===== config.mk =====
export PLATFORM = sky130hd
export DESIGN_NAME = seg_scan_driver_flat
export DESIGN_NICKNAME = d
export VERILOG_FILES = /design/src/rtl/seg_scan_driver_if.sv /design/src/rtl/seg_scan_driver.sv /design/src/flat_wrapper.sv
export SDC_FILE = /design/constraint.sdc
export NUM_CORES = 1
export LEC_CHECK = 0
export BUFFER_PORTS_ARGS = -buffer_cell sky130_fd_sc_hd__buf_2
export CAP_MARGIN = 20
export CORE_ASPECT_RATIO = 0.5
export CORE_MARGIN = 3
export CORE_UTILIZATION = 50
export CTS_CLUSTER_SIZE = 20
export DETAILED_ROUTE_END_ITERATION = 10
export PLACE_DENSITY = 0.73
export SLEW_MARGIN = 5
export SYNTH_ARGS = -nofsm -noshare
export SYNTH_HDL_FRONTEND = slang
export SYNTH_SLANG_ARGS = --single-unit

===== constraint.sdc =====
create_clock -name clk_I -period 2.5 [get_ports clk_I]
set_input_delay 0.25 -clock clk_I [delete_from_list [all_inputs] [get_ports clk_I]]
set_output_delay 0.25 -clock clk_I [all_outputs]
set_load 0.02 [all_outputs]

===== src/rtl/seg_scan_driver_if.sv =====
// Bus bundle between the display core and the seven-segment scan driver.
// The core drives the segment patterns and controls; the driver returns the pad drives.
interface seg_scan_driver_if #(
    parameter int unsigned NUM_DIGITS = 6
);
    logic [7*NUM_DIGITS-1:0] segBus_I;
    logic                    latchEn_I;
    logic [NUM_DIGITS-1:0]   digitEnable_I;
    logic [6:0]              segment_O;
    logic [NUM_DIGITS-1:0]   anode_O;
    logic                    frameDone_O;

    modport master (
        output segBus_I, latchEn_I, digitEnable_I,
        input  segment_O, anode_O, frameDone_O
    );

    modport slave (
        input  segBus_I, latchEn_I, digitEnable_I,
        output segment_O, anode_O, frameDone_O
    );
endinterface


===== src/rtl/seg_scan_driver.sv =====
// Time-multiplexed seven-segment scanner: one digit per slot, blank guard at slot start,
// segment bus captured only at frame start so the display never tears mid-scan.
module seg_scan_driver #(
    parameter int unsigned NUM_DIGITS   = 6,
    parameter int unsigned REFRESH_DIV  = 50000,
    parameter int unsigned BLANK_CYCLES = 16,
    parameter int unsigned ACTIVE_LOW   = 1
) (
    input  logic             clk_I,
    input  logic             reset_I,
    seg_scan_driver_if.slave bus
);
    localparam int unsigned SEG_W = 7;
    localparam int unsigned BUS_W = SEG_W * NUM_DIGITS;
    localparam int unsigned CNT_W = (REFRESH_DIV > 1) ? $clog2(REFRESH_DIV) : 1;
    localparam int unsigned IDX_W = (NUM_DIGITS > 1) ? $clog2(NUM_DIGITS) : 1;
    localparam logic [NUM_DIGITS-1:0] ANODE_OFF = (ACTIVE_LOW != 0) ? '1 : '0;
    localparam logic [SEG_W-1:0]      SEG_OFF   = (ACTIVE_LOW != 0) ? '1 : '0;

    typedef enum logic {BLANK, DRIVE} phase_t;

    phase_t                r_phase;
    phase_t                w_phase_nxt;
    logic [CNT_W-1:0]      r_cnt;
    logic [IDX_W-1:0]      r_idx;
    logic [BUS_W-1:0]      r_shadow;
    logic [NUM_DIGITS-1:0] r_anode;
    logic [SEG_W-1:0]      r_segment;
    logic                  r_frame_done;

    logic                  w_slot_end;
    logic                  w_idx_last;
    logic                  w_frame_start;
    logic                  w_lit;
    logic [CNT_W-1:0]      w_cnt_nxt;
    logic [IDX_W-1:0]      w_idx_nxt;
    logic [NUM_DIGITS-1:0] w_anode_nxt;
    logic [SEG_W-1:0]      w_segment_nxt;

    // Phase state register
    always_ff @(posedge clk_I or posedge reset_I) begin
        if (reset_I) r_phase <= BLANK;
        else         r_phase <= w_phase_nxt;
    end

    // Next phase, slot counters and decoded output drive
    always_comb begin
        w_phase_nxt   = r_phase;
        w_slot_end    = (r_cnt == CNT_W'(REFRESH_DIV - 1));
        w_idx_last    = (r_idx == IDX_W'(NUM_DIGITS - 1));
        w_frame_start = (r_idx == '0) && (r_cnt == '0);
        w_cnt_nxt     = w_slot_end ? '0 : r_cnt + CNT_W'(1);
        w_idx_nxt     = r_idx;
        w_lit         = 1'b0;
        w_anode_nxt   = ANODE_OFF;
        w_segment_nxt = SEG_OFF;

        if (w_slot_end) w_idx_nxt = w_idx_last ? '0 : r_idx + IDX_W'(1);

        case (r_phase)
            BLANK:   if (r_cnt == CNT_W'(BLANK_CYCLES - 1)) w_phase_nxt = DRIVE;
            DRIVE:   if (w_slot_end) w_phase_nxt = BLANK;
            default: w_phase_nxt = BLANK;
        endcase

        w_lit = (r_phase == DRIVE) && bus.digitEnable_I[r_idx];
        if (w_lit) begin
            w_anode_nxt   = NUM_DIGITS'(1) << r_idx;
            w_segment_nxt = r_shadow[SEG_W*32'(r_idx) +: SEG_W];
            // Shadow holds active-high patterns; polarity is applied only at the pads.
            if (ACTIVE_LOW != 0) begin
                w_anode_nxt   = ~w_anode_nxt;
                w_segment_nxt = ~w_segment_nxt;
            end
        end
    end

    // Counters, frame capture and registered pad drives
    always_ff @(posedge clk_I or posedge reset_I) begin
        if (reset_I) begin
            r_cnt        <= '0;
            r_idx        <= '0;
            r_shadow     <= '0;
            r_anode      <= ANODE_OFF;
            r_segment    <= SEG_OFF;
            r_frame_done <= 1'b0;
        end else begin
            r_cnt        <= w_cnt_nxt;
            r_idx        <= w_idx_nxt;
            r_anode      <= w_anode_nxt;
            r_segment    <= w_segment_nxt;
            r_frame_done <= w_slot_end && w_idx_last;
            if (w_frame_start && bus.latchEn_I) r_shadow <= bus.segBus_I;
        end
    end

    assign bus.anode_O     = r_anode;
    assign bus.segment_O   = r_segment;
    assign bus.frameDone_O = r_frame_done;
endmodule

===== src/flat_wrapper.sv =====
// flat-port wrapper written by rule: the top's interface ports become plain ports
module seg_scan_driver_flat 
#(
    parameter int unsigned NUM_DIGITS   = 6,
    parameter int unsigned REFRESH_DIV  = 50000,
    parameter int unsigned BLANK_CYCLES = 16,
    parameter int unsigned ACTIVE_LOW   = 1
)
  (clk_I, reset_I, bus_segBus_I, bus_latchEn_I, bus_digitEnable_I, bus_segment_O, bus_anode_O, bus_frameDone_O);
  seg_scan_driver_if #(.NUM_DIGITS(NUM_DIGITS)) bus_i ();
  input  logic clk_I;
  input  logic reset_I;
  input wire logic [$bits(bus_i.segBus_I)-1:0] bus_segBus_I;
  input wire logic [$bits(bus_i.latchEn_I)-1:0] bus_latchEn_I;
  input wire logic [$bits(bus_i.digitEnable_I)-1:0] bus_digitEnable_I;
  output wire logic [$bits(bus_i.segment_O)-1:0] bus_segment_O;
  output wire logic [$bits(bus_i.anode_O)-1:0] bus_anode_O;
  output wire logic [$bits(bus_i.frameDone_O)-1:0] bus_frameDone_O;
  assign bus_i.segBus_I = bus_segBus_I;
  assign bus_i.latchEn_I = bus_latchEn_I;
  assign bus_i.digitEnable_I = bus_digitEnable_I;
  assign bus_segment_O = bus_i.segment_O;
  assign bus_anode_O = bus_i.anode_O;
  assign bus_frameDone_O = bus_i.frameDone_O;
  seg_scan_driver #(.NUM_DIGITS(NUM_DIGITS), .REFRESH_DIV(REFRESH_DIV), .BLANK_CYCLES(BLANK_CYCLES), .ACTIVE_LOW(ACTIVE_LOW)) u_core (.clk_I(clk_I), .reset_I(reset_I), .bus(bus_i));
endmodule

== After elaboration in Yosys (flattened, before gate mapping) ==
Cells that the tools add are included.

* Add/subtract/negate cells: 2
* $mul: 1
* Divide/modulo/power cells: 0
* Magnitude comparators: 1
* Equal/unequal tests: 3
* Shifts and indexed selects: 2
* Mux-type cells: 9
* Bitwise gates (word level): 3
* Reductions and logical operators: 6

{| class="wikitable"
|+ Operator list
! cell !! number
|-
| 42-bit by 7-bit variable part select with 7-bit output || 1
|-
| 16-bit by 1-bit adder with 16-bit output, second input constant || 1
|-
| 16-bit == test, second input constant || 1
|-
| 16-bit by 4-bit == test with 1-bit output, second input constant || 1
|-
| 16-bit logical NOT || 1
|-
| 16-bit two-way mux || 1
|-
| 7-bit two-way mux || 1
|-
| 7-bit inverter || 1
|-
| 3-bit by 3-bit multiplier with 6-bit output, first input constant || 1
|-
| 6-bit two-way mux || 1
|-
| 6-bit inverter || 1
|-
| 1-bit by 3-bit left shift with 6-bit output, first input constant || 1
|-
| 1-bit logical AND || 4
|-
| 3-bit by 4-bit less-than comparator with 1-bit output, second input constant || 1
|-
| 3-bit by 1-bit adder with 3-bit output, second input constant || 1
|-
| 1-bit binary-select mux with 3-bit select || 1
|-
| 3-bit == test, second input constant || 1
|-
| 3-bit logical NOT || 1
|-
| 1-bit two-way mux || 3
|-
| 3-bit two-way mux || 1
|-
| 1-bit one-hot mux with 2 select lines || 1
|-
| 1-bit inverter || 1
|}

* Bits in registers: 76
* Bits in latches: 0
* Bits in writable memories: 0
* Memory bits (read-only): 0
* Input bits: 51
* Output and inout bits: 14
* Word-level logic and storage cells: 34
* Memories: 0

== Longest topological paths before layout ==
Gate-level depths: netlist of the first run.

* Depth in word-level cells: 4
* Depth in mapped cells: 6

== Worst setup path after synthesis of the first run ==
Ideal clock, no wire load.

* Path type: reg-to-reg
* From: reg u_core.r_cnt[8]
* To: reg u_core.r_shadow[0]
* Library setup time: 125 ps
* Data arrival time: 1953 ps
* Required time: 2375 ps
* Path slack: 422 ps
* Cell stages (with the launch flop): 5
* Path buffers: 1
* Cells stage by stage: dfrtp_1 or4_4 nor4_4 buf_6 mux2_2

* Word-level cells in the longest chain between the ends: 3

{| class="wikitable"
|+ Ends and longest elaborated chain
! item !! line !! text
|-
| from (decl) || seg_scan_driver.sv:24 || <nowiki>logic [CNT_W-1:0] r_cnt;</nowiki>
|-
| from (signal assigned) || seg_scan_driver.sv:88 || <nowiki>r_cnt <= w_cnt_nxt;</nowiki>
|-
| 16-bit logical NOT || seg_scan_driver.sv:51 || <nowiki>w_frame_start = (r_idx == '0) && (r_cnt == '0);</nowiki>
|-
| 1-bit logical AND || seg_scan_driver.sv:51 ||
|-
| 1-bit logical AND || seg_scan_driver.sv:93 || <nowiki>if (w_frame_start && bus.latchEn_I) r_shadow <= bus.segBus_I;</nowiki>
|-
| to (signal assigned) || seg_scan_driver.sv:93 ||
|-
| to (decl) || seg_scan_driver.sv:26 || <nowiki>logic [BUS_W-1:0] r_shadow;</nowiki>
|}

Every way passes these cells.
A chain may end at the register's enable or synchronous reset.

== Final worst setup path of the first run ==
* From: reg u_core.r_cnt[10]
* To: reg u_core.r_shadow[38]

Same word-level chain as after synthesis.

==> results of run 1 <==
-- cell type report --
cell class	count	area, µm²	share of cell area, %
clock inverter	3	46.3	1.13
multi-input combinational	165	1380	33.4
timing repair buffer	70	390	9.49
sequential	76	1920	46.6
clock buffer	13	250	6.08
inverter	6	22.5	0.548
tap	88	110	2.68
-- layer usage --
| metal | GRT usage, % | share of wire [%] | up-vias |
|---|---|---|---|
| met4 | 6.97 | 1.5 | 0 |
| li1 | - | - | 1049 |
| met3 | 6.81 | 4.8 | 9 |
| met5 | 0 | 0 | - |
| met1 | 22.2 | 43 | 1121 |
| met2 | 31.3 | 51 | 38 |
-- state kept, by name, summed over array words and instances (netlist names) --
signal                  cells
u_core.bus.frameDone_O      1
u_core.bus.segment_O        7
u_core.r_phase              1
u_core.bus.anode_O          6
u_core.r_shadow            42
u_core.r_idx                3
u_core.r_cnt               16
-- power by group through the flow --
stage / combinational [W] / clock, W / sequential [W]
final: 0.000138 / 0.00128 / 0.00129
after CTS: 0.000142 / 0.00131 / 0.00129
after global placement: 0.000136 / 0 / 0.00131
after floorplan: 0.0000707 / 0 / 0.00132
after detailed placement: 0.000142 / 0 / 0.00131
after global routing: 0.000155 / 0.00137 / 0.00130
-- final timing paths --
kind / start / end / cells past startpoint
max: u_core.r_cnt[10] / u_core.r_shadow[38] / 5
min: reset_I / u_core.r_cnt[1] / 2
max reg2reg: u_core.r_cnt[10] / u_core.r_shadow[38] / 5
min reg2reg: u_core.r_cnt[5] / u_core.r_cnt[5] / 1
max in group asynchronous: reset_I / u_core.bus.segment_O[2] / 3
min in group clk_I: bus_segBus_I[7] / u_core.r_shadow[7] / 2
-- cells by family after synthesis --
family          count (synthesis)  share of synthesized area (%)
xor+xnor                       14                           3.61
flops                          76                           56.5
simple gates                   76                           11.4
fa+ha+maj                       3                           1.11
mux                            61                           22.6
compound gates                 11                           1.81
buf+inv                        18                           2.95
-- Yosys cell counts, drive strengths merged --
cell	number	area (µm²)
nor2	16	60.1
mux4	8	180
ha	3	37.5
mux2	45	507
nand3b	1	7.51
mux2i	8	80.1
nand2	24	90.1
nor3	4	20.0
nor2b	2	12.5
nand4	8	50.1
and3	2	12.5
buf	7	58.8
or4	2	20.0
inv	5	18.8
nand2b	1	6.26
clkinv	1	3.75
and4	1	10.0
o21ai	7	35.0
dfrtp	63	1580
a31o	1	8.76
o21a	1	7.51
nand3	9	45.0
dfstp	13	342
nor4	5	46.3
and2	1	6.26
xor2	4	35.0
clkbuf	5	18.8
a21oi	2	10.0
xnor2	10	87.6
-- metrics by stage --
stage | instances | total power, W | setup WS [ns] | hold slack, ns
6_report | 421 | 0.00271 | 0.353 | 0.0352
5_1_grt | 421 | 0.00282 | 0.155 | 0.0935
4_1_cts | 421 | 0.00274 | 0.347 | 0.0516
3_5_place_dp | 405 | 0.00146 | 0.372 | 0.414
3_3_place_gp | 405 | 0.00145 | 0.426 | 0.398
2_1_floorplan | 259 | 0.00139 | 0.333 | 0.402
-- critical path: cells and delay by family (launching register included) --
family                 cells  cell delay, ns
flip-flops                 1            0.43
AND/OR/NAND/NOR            3            0.94
multiplexers               1            0.37
buffers and inverters      1            0.28
==> impl_metrics.py, run 1 <==
metrics = {
    "critical_path": {
        "cp_slowest_stage_delay_ns": 0.47,
        "arrival_ns": 2.36,
        "path_class": "reg2reg",
        "r2r_setup_slack_ns": 0.35,
        "cp.required_ns": 2.71,
        "critPathCaptureType": "flop",
        "slowest_stage": "nor4_1",
        "path_max_fanout": 42,
        "path_cells": "nor4_1 -> nand2_1 -> nor4_4 -> buf_12 -> mux2_2",
        "cp-start-kind": "flop",
    },
    "drt": {
        "vias_per_cell": 5.27,
        "drt_iter0_drc": 152,
        "antenna_left": 0,
        "dr.pass1.iters": 6,
        "routedWlPerCell_um": 15.8,
        "drc": 0,
        "vias": 2217,
        "wirelength_mm": 6.65,
    },
    "sta": {
        "final_hold_viol_count": 0,
        "setup_viol": 0,
        "max_freq_mhz": 466,
        "finalClockSkew_ns": 0.00974,
        "setup_tns_ns": 0,
        "period_minus_slack_ns": 2.15,
        "rsz0062_at_grt": "no",
        "slew_headroom_pct": 52.4,
        "tightest_slew_ns": 0.713,
        "maxSlewViolCount": 0,
        "post-route-period-util_pct": 85.9,
    },
    "cells_and_area": {
        "postLayoutCellArea_um2": 4110,
        "final_cell_mix": "64 x buf_2, 63 x dfrtp_1, 45 x mux2_2",
        "final_common_cell": "buf_2",
        "area_growth_pct": 21.2,
        "fill_cells": 504,
        "final_nets": 382,
        "antenna_cells": 0,
        "post_route_cells_drive_above_1_share_pct": 46.5,
        "fin_util_pct": 65.2,
    },
    "grt": {
        "antenna_found_initial": 0,
        "grt_pass1_vias": 2348,
        "grt_pass1_wl_mm": 11.1,
        "overflow": 0,
        "grt_max_degree": 43,
        "grtUsageTotal_pct": 18.7,
    },
    "yosys": {
        "synth-seq-cells": 76,
        "seq_area_frac_synth_pct": 56.5,
        "yosys_warnings": 0,
        "netlist_instances": 259,
        "synth_fp_nets": 313,
        "syn_avg_cell_area_um2": 13.1,
        "synth_area_um2": 3390,
        "synth.distinct_cells": 33,
    },
    "place": {
        "placed_area_um2": 3820,
        "port_buffers": 64,
        "place_hpwl_mm": 4.65,
        "place.gp.congestion": 0.816,
    },
    "clocking": {
        "cts_hold_buffers": 0,
        "cts_tree": "done",
        "path_clk_slew_ns": 0.06,
        "htree_levels": 3,
        "cts.sinks": 76,
        "clockBufferDepth": 2,
        "post_cts_buffers": 0,
        "insertion_delay_ns": 0.34,
        "cts_resized": 0,
        "cts_inserted_buffers": 9,
        "cts_root_buffer": "clkbuf_16",
    },
    "power": {
        "p_int_w": 0.00215,
        "leakage_nw": 1.85,
        "swShare_pct": 20.7,
        "switching_power_w": 0.000561,
        "p_seq_share_pct": 47.7,
        "ir_worst_vdd_v": 0.000518,
        "power_density_nw_per_um2": 660,
        "p_comb_share_pct": 5.1,
        "clockPowerShare_pct": 47.2,
    },
    "floorplan": {
        "row_count": 20,
        "die_w_um": 123,
        "floorplan.initialDensity_pct": 53.8,
        "io_pins": 65,
        "dieArea_um2": 7870,
        "die_y_um": 64.3,
        "core_area_um2": 6310,
    },
    "flow_run": {
        "cap_violations": 0,
    },
    "worst_hold_path": {
        "hp-class": "in2async",
    },
    "run_status": {
        "status": "completed",
    },
}
(Power assumes the default switching activity.)
==> run 2: changes to the inputs <==
REMOVE_ABC_BUFFERS = 1   (was unset)
==> run 2 against run 1 <==
  * Register-to-register slack about the same
  * First-iteration DRC count grew 18%
  * Hold slack better by 0.11 ns
  * Routed wire length is 0.18% higher
  * Combinational power about the same
  * Clock-buffer cell count up 1
  * Global-route usage grew 0.38 points
  * Setup slack got worse by 0.0027 ns
  * Sequential share of layout area fell by 0.23 points
  * Final cell count is 0.48% higher
  * Utilization up 0.32 points
  * Die area is the same
  * Critical path type unchanged
  * Largest cell class unchanged
  * Largest power group unchanged
==> impl_metrics.py, run 2 (synthesized netlist as in run 1, its figures left out) <==
metrics = {
    "flow_run": {
        "cap_violations": 0,
    },
    "power": {
        "power_density_nw_per_um2": 659,
        "p_total_w": 0.00272,
        "leakage_nw": 1.87,
        "ir_worst_vdd_v": 0.000404,
    },
    "clocking": {
        "cts_inserted_buffers": 9,
        "htree_levels": 3,
        "cts_tree": "done",
        "path_clk_slew_ns": 0.06,
        "cts_root_buffer": "clkbuf_16",
        "cts.sinks": 76,
        "cts_resized": 0,
        "insertion_delay_ns": 0.33,
        "clockBufferDepth": 2,
    },
    "worst_hold_path": {
        "hp-class": "in2reg",
    },
    "sta": {
        "max_freq_mhz": 465,
        "whs_ns": 0.147,
        "slew_headroom_pct": 62.7,
        "period_minus_slack_ns": 2.15,
        "post-route-period-util_pct": 86.0,
        "final_hold_viol_count": 0,
        "tightest_slew_ns": 0.558,
        "finalClockSkew_ns": 0.00683,
        "maxSlewViolCount": 0,
        "fin_ws_ns": 0.351,
        "setup_viol": 0,
        "rsz0062_at_grt": "no",
    },
    "cells_and_area": {
        "final_cell_mix": "64 x buf_2, 63 x dfrtp_1, 45 x mux2_2",
        "multi_input_area_um2": 1380,
        "area_growth_pct": 21.8,
        "fill_cells": 497,
        "final_nets": 384,
        "final_cells": 423,
        "regMostFlops": "u_core.r_shadow",
        "antenna_cells": 0,
        "post_route_cells_drive_above_1_share_pct": 46.6,
        "largest_reg_flops": 42,
        "postLayoutCellArea_um2": 4130,
        "final_common_cell": "buf_2",
        "seq_area_um2": 1920,
    },
    "critical_path": {
        "r2r_cells": 4,
        "cp.required_ns": 2.72,
        "r2r_setup_slack_ns": 0.35,
        "cp-start-kind": "flop",
        "reg2reg_from": "u_core.r_cnt[8]",
        "critPathCaptureType": "flop",
        "cp-endpoint": "u_core.r_shadow[21]",
        "cp-startpoint": "u_core.r_cnt[8]",
        "r2r-end": "u_core.r_shadow[21]",
        "path_class": "reg2reg",
        "path_max_fanout": 42,
        "arrival_ns": 2.37,
    },
    "place": {
        "place.gp.congestion": 0.781,
        "place_hpwl_mm": 4.65,
        "dp_slack_ns": 0.357,
        "placed_area_um2": 3820,
        "dp_cells": 406,
        "port_buffers": 64,
    },
    "floorplan": {
        "core_area_um2": 6310,
        "dieArea_um2": 7870,
        "io_pins": 65,
        "floorplan.initialDensity_pct": 53.8,
        "die_w_um": 123,
        "die_y_um": 64.3,
        "row_count": 20,
    },
    "drt": {
        "antenna_left": 0,
        "dr.pass1.iters": 4,
        "vias_per_cell": 5.33,
        "routedWlPerCell_um": 15.8,
        "drc": 0,
        "wirelength_mm": 6.66,
        "drt_iter0_drc": 180,
        "vias": 2253,
    },
    "grt": {
        "antenna_found_initial": 0,
        "grt_pass1_vias": 2413,
        "grt_use_met2_pct": 31.6,
        "grt_pass1_wl_mm": 11.4,
        "grtUsageTotal_pct": 19.1,
        "use_met1_pct": 23.6,
        "use_met3_pct": 6.01,
        "top_usage_layer": "met2",
        "overflow": 0,
        "grt_max_degree": 43,
    },
    "run_status": {
        "status": "completed",
    },
}
[run 2: cell count changes in the layout (fill, tap and decap cells not counted), sizes merged]
cell | previous run | this run
buf | 70 | 71
clkbuf | 13 | 14
clkinvlp | 1 | 0
dlygate4sd3 | 0 | 1
[run 2: power by group]
part | total, W | internal [W] | switching, W
sequential | 0.00129 | 0.00128 | 0.0000178
clock | 0.00129 | 0.000826 | 0.000465
combinational | 0.000138 | 0.0000757 | 0.0000624
[run 2: worst max-delay path: stages (launching register included)]
cell and delay (ns):
dfrtp_1 0.46, or4_4 0.59, nor4_4 0.32, buf_12 0.27, mux2_2 0.37
[run 2: how the worst min path moves through the flow]
| stage | from | endpoint | slack [ns] | cells past startpoint |
|---|---|---|---|---|
| detailed placement | reset_I | u_core.r_cnt[3] | 0.34 | 2 |
| global placement | reset_I | u_core.r_cnt[2] | 0.33 | 2 |
| floorplan | bus_segBus_I[0] | u_core.r_shadow[0] | 0.40 | 1 |
| CTS | bus_segBus_I[23] | u_core.r_shadow[23] | 0.13 | 2 |
| global route | bus_segBus_I[29] | u_core.r_shadow[29] | 0.14 | 2 |
| finish | bus_segBus_I[23] | u_core.r_shadow[23] | 0.15 | 2 |
[run 2: what timing repair did]
item / CTS / global route
hold endpoints to repair: 21 / 0
hold buffers: 1 / 0
buffers inserted: 0 / 0
[run 2: per-layer routing]
layer,routed length [µm],up-vias,share of wire [%]
met2,3390,56,51
met4,100,0,1.5
met3,326,11,4.9
met5,0,-,0
li1,-,1055,-
met1,2840,1131,43
[run 2: area by class of cell]
type | count | area share [%]
Clock buffer | 14 | 6.39
Multi-Input combinational cell | 165 | 33.3
Tap cell | 88 | 2.66
Timing Repair Buffer | 72 | 9.87
Clock inverter | 2 | 0.848
Sequential cell | 76 | 46.4
Inverter | 6 | 0.545
[run 2: stage by stage]
| step | util [%] | setup TNS, ns |
|---|---|---|
| floorplan | - | -24.19 |
| global placement | 60.6 | 0 |
| detailed placement | 60.6 | 0 |
| CTS | 65.5 | 0 |
| global route | 65.5 | 0 |
| finish | 65.5 | 0 |
